[config.mk]
export PLATFORM = sky130hd
export DESIGN_NAME = wb_unit
export DESIGN_NICKNAME = d
export VERILOG_FILES = /design/src/rtl/wb_pkg.sv /design/src/rtl/wb_load_fmt.sv /design/src/rtl/wb_unit.sv
export SDC_FILE = /design/constraint.sdc
export NUM_CORES = 1
export LEC_CHECK = 0
export ABC_AREA = 1
export ABC_CLOCK_PERIOD_IN_PS = 1900
export CAP_MARGIN = 20
export CORE_UTILIZATION = 29
export DETAILED_ROUTE_END_ITERATION = 12
export DONT_BUFFER_PORTS = 1
export PLACE_DENSITY_LB_ADDON = 0.3
export RECOVER_POWER = 50
export SKIP_LAST_GASP = 1
export SLEW_MARGIN = 30
export SYNTH_ARGS = -nofsm -noshare
export SYNTH_HDL_FRONTEND = slang
export SYNTH_SLANG_ARGS = --single-unit
[constraint.sdc]
create_clock -name clk -period 1.9 [get_ports clk]
set_clock_uncertainty 0.1 [all_clocks]
set_input_delay 0.475 -clock clk [delete_from_list [all_inputs] [get_ports clk]]
set_output_delay 0.475 -clock clk [all_outputs]
set_load 0.005 [all_outputs]
[src/rtl/wb_pkg.sv]
// Shared constants for the writeback unit: opcodes, load funct3 codes, FSM states
// and the writeback-source decoder.
package wb_pkg;

    localparam logic [4:0] OPC_LOAD      = 5'b00000;
    localparam logic [4:0] OPC_OP_IMM    = 5'b00100;
    localparam logic [4:0] OPC_AUIPC     = 5'b00101;
    localparam logic [4:0] OPC_OP_IMM_32 = 5'b00110;
    localparam logic [4:0] OPC_STORE     = 5'b01000;
    localparam logic [4:0] OPC_OP        = 5'b01100;
    localparam logic [4:0] OPC_LUI       = 5'b01101;
    localparam logic [4:0] OPC_OP_32     = 5'b01110;
    localparam logic [4:0] OPC_BRANCH    = 5'b11000;
    localparam logic [4:0] OPC_JALR      = 5'b11001;
    localparam logic [4:0] OPC_JAL       = 5'b11011;
    localparam logic [4:0] OPC_SYSTEM    = 5'b11100;

    localparam logic [2:0] F3_LB  = 3'b000;
    localparam logic [2:0] F3_LH  = 3'b001;
    localparam logic [2:0] F3_LW  = 3'b010;
    localparam logic [2:0] F3_LD  = 3'b011;
    localparam logic [2:0] F3_LBU = 3'b100;
    localparam logic [2:0] F3_LHU = 3'b101;
    localparam logic [2:0] F3_LWU = 3'b110;

    typedef enum logic {
        ST_IDLE    = 1'b0,
        ST_WAIT_LD = 1'b1
    } state_e;

    typedef enum logic [1:0] {
        SRC_NONE = 2'b00,
        SRC_ALU  = 2'b01,
        SRC_LOAD = 2'b10,
        SRC_CSR  = 2'b11
    } src_e;

    // Stores, branches, ecall-class syscalls and malformed encodings never write rd.
    function automatic src_e wb_src(input logic [6:0] opcode, input logic [2:0] funct3);
        src_e src;
        src = SRC_NONE;
        if (opcode[1:0] == 2'b11) begin
            case (opcode[6:2])
                OPC_OP, OPC_OP_32, OPC_OP_IMM, OPC_OP_IMM_32,
                OPC_JAL, OPC_JALR, OPC_LUI, OPC_AUIPC: src = SRC_ALU;
                OPC_LOAD:                              src = SRC_LOAD;
                OPC_SYSTEM: src = (funct3 != 3'b000) ? SRC_CSR : SRC_NONE;
                default:                               src = SRC_NONE;
            endcase
        end else begin
            src = SRC_NONE;
        end
        return src;
    endfunction

endpackage

[src/rtl/wb_load_fmt.sv]
// Combinational load formatter: selects the addressed bytes of the raw aligned
// word and sign- or zero-extends them to XLEN.
module wb_load_fmt
    import wb_pkg::*;
#(
    parameter int XLEN = 64
) (
    input  logic [XLEN-1:0] raw,
    input  logic [2:0]      offset,
    input  logic [2:0]      funct3,
    output logic [XLEN-1:0] data
);

    localparam int OFFW = (XLEN == 64) ? 3 : 2;

    logic [OFFW-1:0] off_s;
    logic [XLEN-1:0] shifted_s;
    logic [XLEN-1:0] mask_s;
    logic            sign_s;

    assign off_s     = offset[OFFW-1:0];
    assign shifted_s = raw >> {off_s, 3'b000};

    // Keep the low bytes of the access, then fill the upper bits with the sign if needed.
    always_comb begin
        mask_s = '1;
        sign_s = 1'b0;
        case (funct3)
            F3_LB:  begin mask_s = XLEN'(64'h0000_0000_0000_00FF); sign_s = shifted_s[7];  end
            F3_LH:  begin mask_s = XLEN'(64'h0000_0000_0000_FFFF); sign_s = shifted_s[15]; end
            F3_LW:  begin mask_s = XLEN'(64'h0000_0000_FFFF_FFFF); sign_s = shifted_s[31]; end
            F3_LD:  begin mask_s = '1;                              sign_s = 1'b0;          end
            F3_LBU: begin mask_s = XLEN'(64'h0000_0000_0000_00FF); sign_s = 1'b0;          end
            F3_LHU: begin mask_s = XLEN'(64'h0000_0000_0000_FFFF); sign_s = 1'b0;          end
            F3_LWU: begin mask_s = XLEN'(64'h0000_0000_FFFF_FFFF); sign_s = 1'b0;          end
            default: begin mask_s = '1;                             sign_s = 1'b0;          end
        endcase
        data = (shifted_s & mask_s) | (sign_s ? ~mask_s : '0);
    end

endmodule

[src/rtl/wb_unit.sv]
// Writeback stage: registers MEM results into the register file and waits for
// late load responses. Optional commit trace is built when WB_TRACE_EN is defined.
module wb_unit
    import wb_pkg::*;
#(
    parameter int XLEN = 64,
    parameter int ILEN = 32
) (
    input  logic            clk,
    input  logic            rst,
    input  logic            in_valid,
    output logic            in_ready,
    input  logic [XLEN-1:0] in_pc,
    input  logic [ILEN-1:0] in_instr,
    input  logic [XLEN-1:0] in_alures,
    input  logic [XLEN-1:0] in_csrdata,
    input  logic            ld_rsp_valid,
    input  logic [XLEN-1:0] ld_rsp_data,
    output logic            rd_wen,
    output logic [4:0]      rd_idx,
    output logic [XLEN-1:0] rd_data,
    output logic            ld_rsp_err
`ifdef WB_TRACE_EN
    ,
    output logic            commit_valid,
    output logic [XLEN-1:0] commit_pc,
    output logic [ILEN-1:0] commit_instr,
    output logic [63:0]     instret
`endif
);

    state_e          state_r, next_state_s;
    logic [ILEN-1:0] pend_instr_r;
    logic [2:0]      pend_off_r;
    logic            rd_wen_r;
    logic [4:0]      rd_idx_r;
    logic [XLEN-1:0] rd_data_r;
    logic            err_r;

    src_e            src_s;
    logic            idle_s;
    logic [2:0]      fmt_off_s;
    logic [2:0]      fmt_f3_s;
    logic [XLEN-1:0] fmt_data_s;
    logic            latch_s, complete_s, wen_s, err_set_s;
    logic [4:0]      idx_s;
    logic [XLEN-1:0] data_s;
    logic            unused_s;

    assign idle_s    = (state_r == ST_IDLE);
    assign src_s     = wb_src(in_instr[6:0], in_instr[14:12]);
    assign fmt_off_s = idle_s ? in_alures[2:0] : pend_off_r;
    assign fmt_f3_s  = idle_s ? in_instr[14:12] : pend_instr_r[14:12];
    assign unused_s  = ^{in_pc, in_instr[ILEN-1:15], pend_instr_r[ILEN-1:15], pend_instr_r[6:0]};

    wb_load_fmt #(.XLEN(XLEN)) u_fmt (
        .raw    (ld_rsp_data),
        .offset (fmt_off_s),
        .funct3 (fmt_f3_s),
        .data   (fmt_data_s)
    );

    // Next state and writeback selection; a pending load only ever holds a load, so no re-decode.
    always_comb begin
        next_state_s = state_r;
        latch_s      = 1'b0;
        complete_s   = 1'b0;
        wen_s        = 1'b0;
        err_set_s    = 1'b0;
        idx_s        = in_instr[11:7];
        data_s       = in_alures;
        case (state_r)
            ST_IDLE: begin
                if (in_valid && (src_s == SRC_LOAD) && !ld_rsp_valid) begin
                    next_state_s = ST_WAIT_LD;
                    latch_s      = 1'b1;
                end else if (in_valid) begin
                    complete_s = 1'b1;
                    wen_s      = (src_s != SRC_NONE) && (in_instr[11:7] != 5'd0);
                end else begin
                    complete_s = 1'b0;
                end
                err_set_s = ld_rsp_valid && !(in_valid && (src_s == SRC_LOAD));
                case (src_s)
                    SRC_LOAD: data_s = fmt_data_s;
                    SRC_CSR:  data_s = in_csrdata;
                    default:  data_s = in_alures;
                endcase
            end
            ST_WAIT_LD: begin
                idx_s  = pend_instr_r[11:7];
                data_s = fmt_data_s;
                if (ld_rsp_valid) begin
                    next_state_s = ST_IDLE;
                    complete_s   = 1'b1;
                    wen_s        = (pend_instr_r[11:7] != 5'd0);
                end else begin
                    next_state_s = ST_WAIT_LD;
                end
            end
            default: next_state_s = ST_IDLE;
        endcase
    end

    // State, pending-load context and register-file write port.
    always_ff @(posedge clk) begin
        if (rst) begin
            state_r      <= ST_IDLE;
            pend_instr_r <= '0;
            pend_off_r   <= 3'd0;
            rd_wen_r     <= 1'b0;
            rd_idx_r     <= 5'd0;
            rd_data_r    <= '0;
            err_r        <= 1'b0;
        end else begin
            state_r  <= next_state_s;
            rd_wen_r <= wen_s;
            if (latch_s) begin
                pend_instr_r <= in_instr;
                pend_off_r   <= in_alures[2:0];
            end
            if (complete_s) begin
                rd_idx_r  <= idx_s;
                rd_data_r <= data_s;
            end
            if (err_set_s) begin
                err_r <= 1'b1;
            end
        end
    end

    assign in_ready   = idle_s;
    assign rd_wen     = rd_wen_r;
    assign rd_idx     = rd_idx_r;
    assign rd_data    = rd_data_r;
    assign ld_rsp_err = err_r;

`ifdef WB_TRACE_EN
    logic [XLEN-1:0] pend_pc_r;
    logic            commit_valid_r;
    logic [XLEN-1:0] commit_pc_r;
    logic [ILEN-1:0] commit_instr_r;
    logic [63:0]     instret_r;

    // Commit trace: every completed instruction, including ones that write nothing.
    always_ff @(posedge clk) begin
        if (rst) begin
            pend_pc_r      <= '0;
            commit_valid_r <= 1'b0;
            commit_pc_r    <= '0;
            commit_instr_r <= '0;
            instret_r      <= 64'd0;
        end else begin
            commit_valid_r <= complete_s;
            if (latch_s) begin
                pend_pc_r <= in_pc;
            end
            if (complete_s) begin
                commit_pc_r    <= idle_s ? in_pc : pend_pc_r;
                commit_instr_r <= idle_s ? in_instr : pend_instr_r;
                instret_r      <= instret_r + 64'd1;
            end
        end
    end

    assign commit_valid = commit_valid_r;
    assign commit_pc    = commit_pc_r;
    assign commit_instr = commit_instr_r;
    assign instret      = instret_r;
`endif

endmodule

==> impl_results.md <==
* Effective utilization at floorplan at 29.5%
* Cell type with the highest occurrence count on the critical path: sky130_fd_sc_hd__buf_12
* Final weighted congestion in routability-driven placement at approximately 0.92
* Share of layout cells above drive strength 1 at 24.7%
* Master of the slowest instance on the critical path: sky130_fd_sc_hd__dfxtp_4
* Synthesis-to-finish area growth at 37.8%
* Number of pins with negative max-slew slack in the final report at 0
* HPWL after detailed placement at roughly 25000 µm
* Overall track demand over capacity in global routing at 23.7%
* Area contributors post-synth: sky130_fd_sc_hd__nand2_1 26%, sky130_fd_sc_hd__dfxtp_1 22%, sky130_fd_sc_hd__nand3_1 11%
* Number of global-route vias before repair at 8559
* Netlist area before placement at 7640 µm²
* Number of levels in the clock H-tree at 3
* Critical path, cell by cell: buf_12 -> o21ai_4 -> buf_12 -> buf_6 -> nand3_2 -> nand2_2 -> nand3_4 -> clkbuf_16 -> nand4_1 -> nand2_1 -> a21oi_1
* CORE AREA at around 26000 µm²
* Time the worst path needs with I/O delays and setup at 2.06 ns
* Cell row count at between 50 and 60
* Post-route cell area at around 11000 µm²
* Post-synthesis mux area share at 0%
* Setup crit start kind: register
* Mapped Cells at 1400
* Worst hold-check slack at 0.0699 ns
* Number of synthesized register bits at between 80 and 90
* Crit path required time at 2.09 ns
* Height of the chip at 164 µm
* Input/output buffers at 0
* Area share of the leading cell type in the synthesized netlist at 26.0%
* Multi-input combinational cell area at around 5800 µm²
* Peak per-stage delay on the critical path at between 0.3 and 0.4 ns
* Parity-gate share of the synthesized area counting xor and xnor cells at 0%
* Overflow left after global routing at 0
* TritonCTS Sinks at 83
* Die X-Extent at between 150 and 200 µm
* Final routed DRC violation total at 0
* Static leakage at 5.24 nW
* Simple logic cell fraction of the synthesized area at 52.5%
* Slew HR at 61.5%
* Per-cell routed wire length at 18.4 µm
* Clock slew seen by the registers of the worst setup and hold paths at 0.07 ns
* Filler Cell Count at 2783
* Worst-Margin Slew at 0.577 ns
* Final hold viol count at 0
* Core occupancy in the finished layout at 40.6%
* CP endpoint kind: register
* Latest clock arrival within the worst-skew pair at 0.36 ns
* Worst Path Max Fanout at 8
* Critical setup path kind: register to register
* Pin count of the biggest net entering global routing at 68
* Cell Pwr Density at roughly 520 nW/µm²
* Post-route ant nets at 0
* Vias after detailed routing at 9572
* Maximum clock rate at ~500 MHz
* Area post-placement at around 9000 µm²
* Number of detailed-route iterations in the first pass at 5
* Clock root buffer: sky130_fd_sc_hd__clkbuf_16
* Post-route clock period utilization at 108%
* Post-synthesis adder-cell area fraction at 0%
* Combined flip-flop and latch cell area at between 1500 and 2000 µm²
* Worst hold path type: primary input to register
* Total clock buffers created by CTS at 9
* Post-CTS Hold Buffers at 0
* Violations in the final reports: setup timing
* Clock tree from TritonCTS: done
* Net count reported at finish at 1777
* Max-cap violations at 0
* Dominant combinational cell family by area after synthesis: simple AND/OR/NAND/NOR gates
* Signal arrival time at the worst endpoint at 2.25 ns
* Antenna diode instance count at 0
* Unrepaired setup endpoints after global routing: yes
* Number of library cell types mapped by synthesis at 30
* Max IR drop VDD at 393 µV
* Family with the most delay on the worst path: buffers and inverters
* Share of synthesized area occupied by flip-flops and latches at 21.8%
* Starting DRT DRC Count at between 600 and 700
* Clock Tree Buf Depth at 2
* Top Ports at roughly 360
* Leading area contributor after synthesis: sky130_fd_sc_hd__nand2_1
* Vias per inst at 5.24
* Syn avg cell area at 5.46 µm²
* Buf+Inv Stages, Crit Path at 4
* Minimum setup slack in the final design at -0.158 ns
* Warnings, synthesis at 0
* Post-synthesis net count at about 1.7k
* Total wire length at 33600 µm
* Global-route wire length before repair at between 40000 and 50000 µm
* Run status: finished with violations
* Overall die area at around 27000 µm²
* Final setup violation count at 64
* Antenna violations before repair at 0
* Compound-cell area share of the yosys netlist at 13.8%
cell usage in the layout (no fill, tap or decap), drive strengths merged:
| cell | n |
|---|---|
| clkinv | 1 |
| a21oi | 94 |
| nand2 | 543 |
| o21ai | 66 |
| a211oi | 4 |
| inv | 98 |
| clkbuf | 12 |
| o211ai | 14 |
| o21a | 1 |
| nand3b | 32 |
| a21boi | 12 |
| buf | 178 |
| nand4 | 58 |
| bufbuf | 1 |
| nand3 | 163 |
| dfxtp | 83 |
| a22oi | 1 |
| bufinv | 1 |
| nor2 | 115 |
| clkinvlp | 1 |
| nor3 | 11 |
| o311ai | 1 |
layer usage:
layer | track usage (%) | wire, µm
met1 | 28.4 | 13500
met2 | 40.0 | 15900
met3 | 5.86 | 2870
met4 | 9.76 | 1260
met5 | 0 | 0
synth_stat cells:
cell / instances
sky130_fd_sc_hd__nand2_1: 530
sky130_fd_sc_hd__o211ai_1: 14
sky130_fd_sc_hd__nor2_2: 3
sky130_fd_sc_hd__clkbuf_1: 49
sky130_fd_sc_hd__clkinv_1: 1
sky130_fd_sc_hd__nand2_4: 5
sky130_fd_sc_hd__bufinv_8: 1
sky130_fd_sc_hd__dfxtp_1: 83
sky130_fd_sc_hd__nor3_2: 3
sky130_fd_sc_hd__nor3_1: 8
sky130_fd_sc_hd__o311ai_0: 1
sky130_fd_sc_hd__nand3b_1: 32
sky130_fd_sc_hd__inv_1: 89
sky130_fd_sc_hd__o21ai_2: 1
sky130_fd_sc_hd__o21ai_0: 62
sky130_fd_sc_hd__nor2_1: 112
sky130_fd_sc_hd__o21ai_1: 3
sky130_fd_sc_hd__nand3_1: 163
sky130_fd_sc_hd__a21oi_1: 94
sky130_fd_sc_hd__a21boi_0: 12
sky130_fd_sc_hd__inv_2: 3
sky130_fd_sc_hd__a211oi_1: 4
sky130_fd_sc_hd__nand4_1: 58
sky130_fd_sc_hd__buf_4: 11
sky130_fd_sc_hd__nand2_2: 6
sky130_fd_sc_hd__buf_2: 37
sky130_fd_sc_hd__buf_6: 6
sky130_fd_sc_hd__a22oi_1: 1
sky130_fd_sc_hd__o21a_1: 1
sky130_fd_sc_hd__buf_1: 7
registers in the layout (all words and copies together) (netlist names):
signal and cells:
ld_rsp_err 1, pend_instr_r 8, pend_off_r 3, rd_data 64
rd_idx 5, rd_wen 1, state_r 1
cell type report:
cell class                      count  share of cell area [%]
Multi-Input combinational cell   1115                    55.3
Timing Repair Buffer              182                    18.5
Sequential cell                    83                    15.8
Tap cell                          335                    3.98
Inverter                           94                    3.51
Clock buffer                        9                    2.14
Clock inverter                      7                   0.749
cell families (layout without fill, tap and decap cells):
kind of cell	count (synthesis)	in the layout
flops	83	83
compound gates	193	193
buf+inv	204	292
simple gates	920	922
repair_timing:
item / CTS / global route
gates cloned: 9 / 4
pin swaps: 65 / 78
endpoints found under the setup margin: 64 / 65
gates resized for setup: 105 / 100
setup buffers: 14 / 8
worst paths after layout:
check / start / end / slack, ns / depth (start not counted)
setup / recovery: state_r$_SDFF_PP0_ / rd_data[60]$_SDFFE_PP0P_ / -0.16 / 11
setup reg to reg: state_r$_SDFF_PP0_ / rd_data[60]$_SDFFE_PP0P_ / -0.16 / 11
hold reg to reg: pend_instr_r[8]$_SDFFE_PP0P_ / pend_instr_r[8]$_SDFFE_PP0P_ / 0.37 / 2
hold / removal: rst / rd_data[5]$_SDFFE_PP0P_ / 0.07 / 1
power by group:
part	switching [mW]	internal (mW)
combinational	0.911	0.691
sequential	0.0926	1.84
clock	0.843	1.04
metrics by stage:
stage	total power, mW	setup WS [ns]	setup TNS, ns	cells
after CTS	5.36	-0.150	-6.34	1817
after global placement	3.28	-0.280	-13.50	1779
after global routing	5.71	-0.226	-12.40	1825
final	5.42	-0.158	-6.65	1825
after floorplan	2.80	-0.00697	-0.0576	1400
after detailed placement	3.29	-0.275	-14.93	1779
No activity file was read; power rests on OpenSTA's default activity.
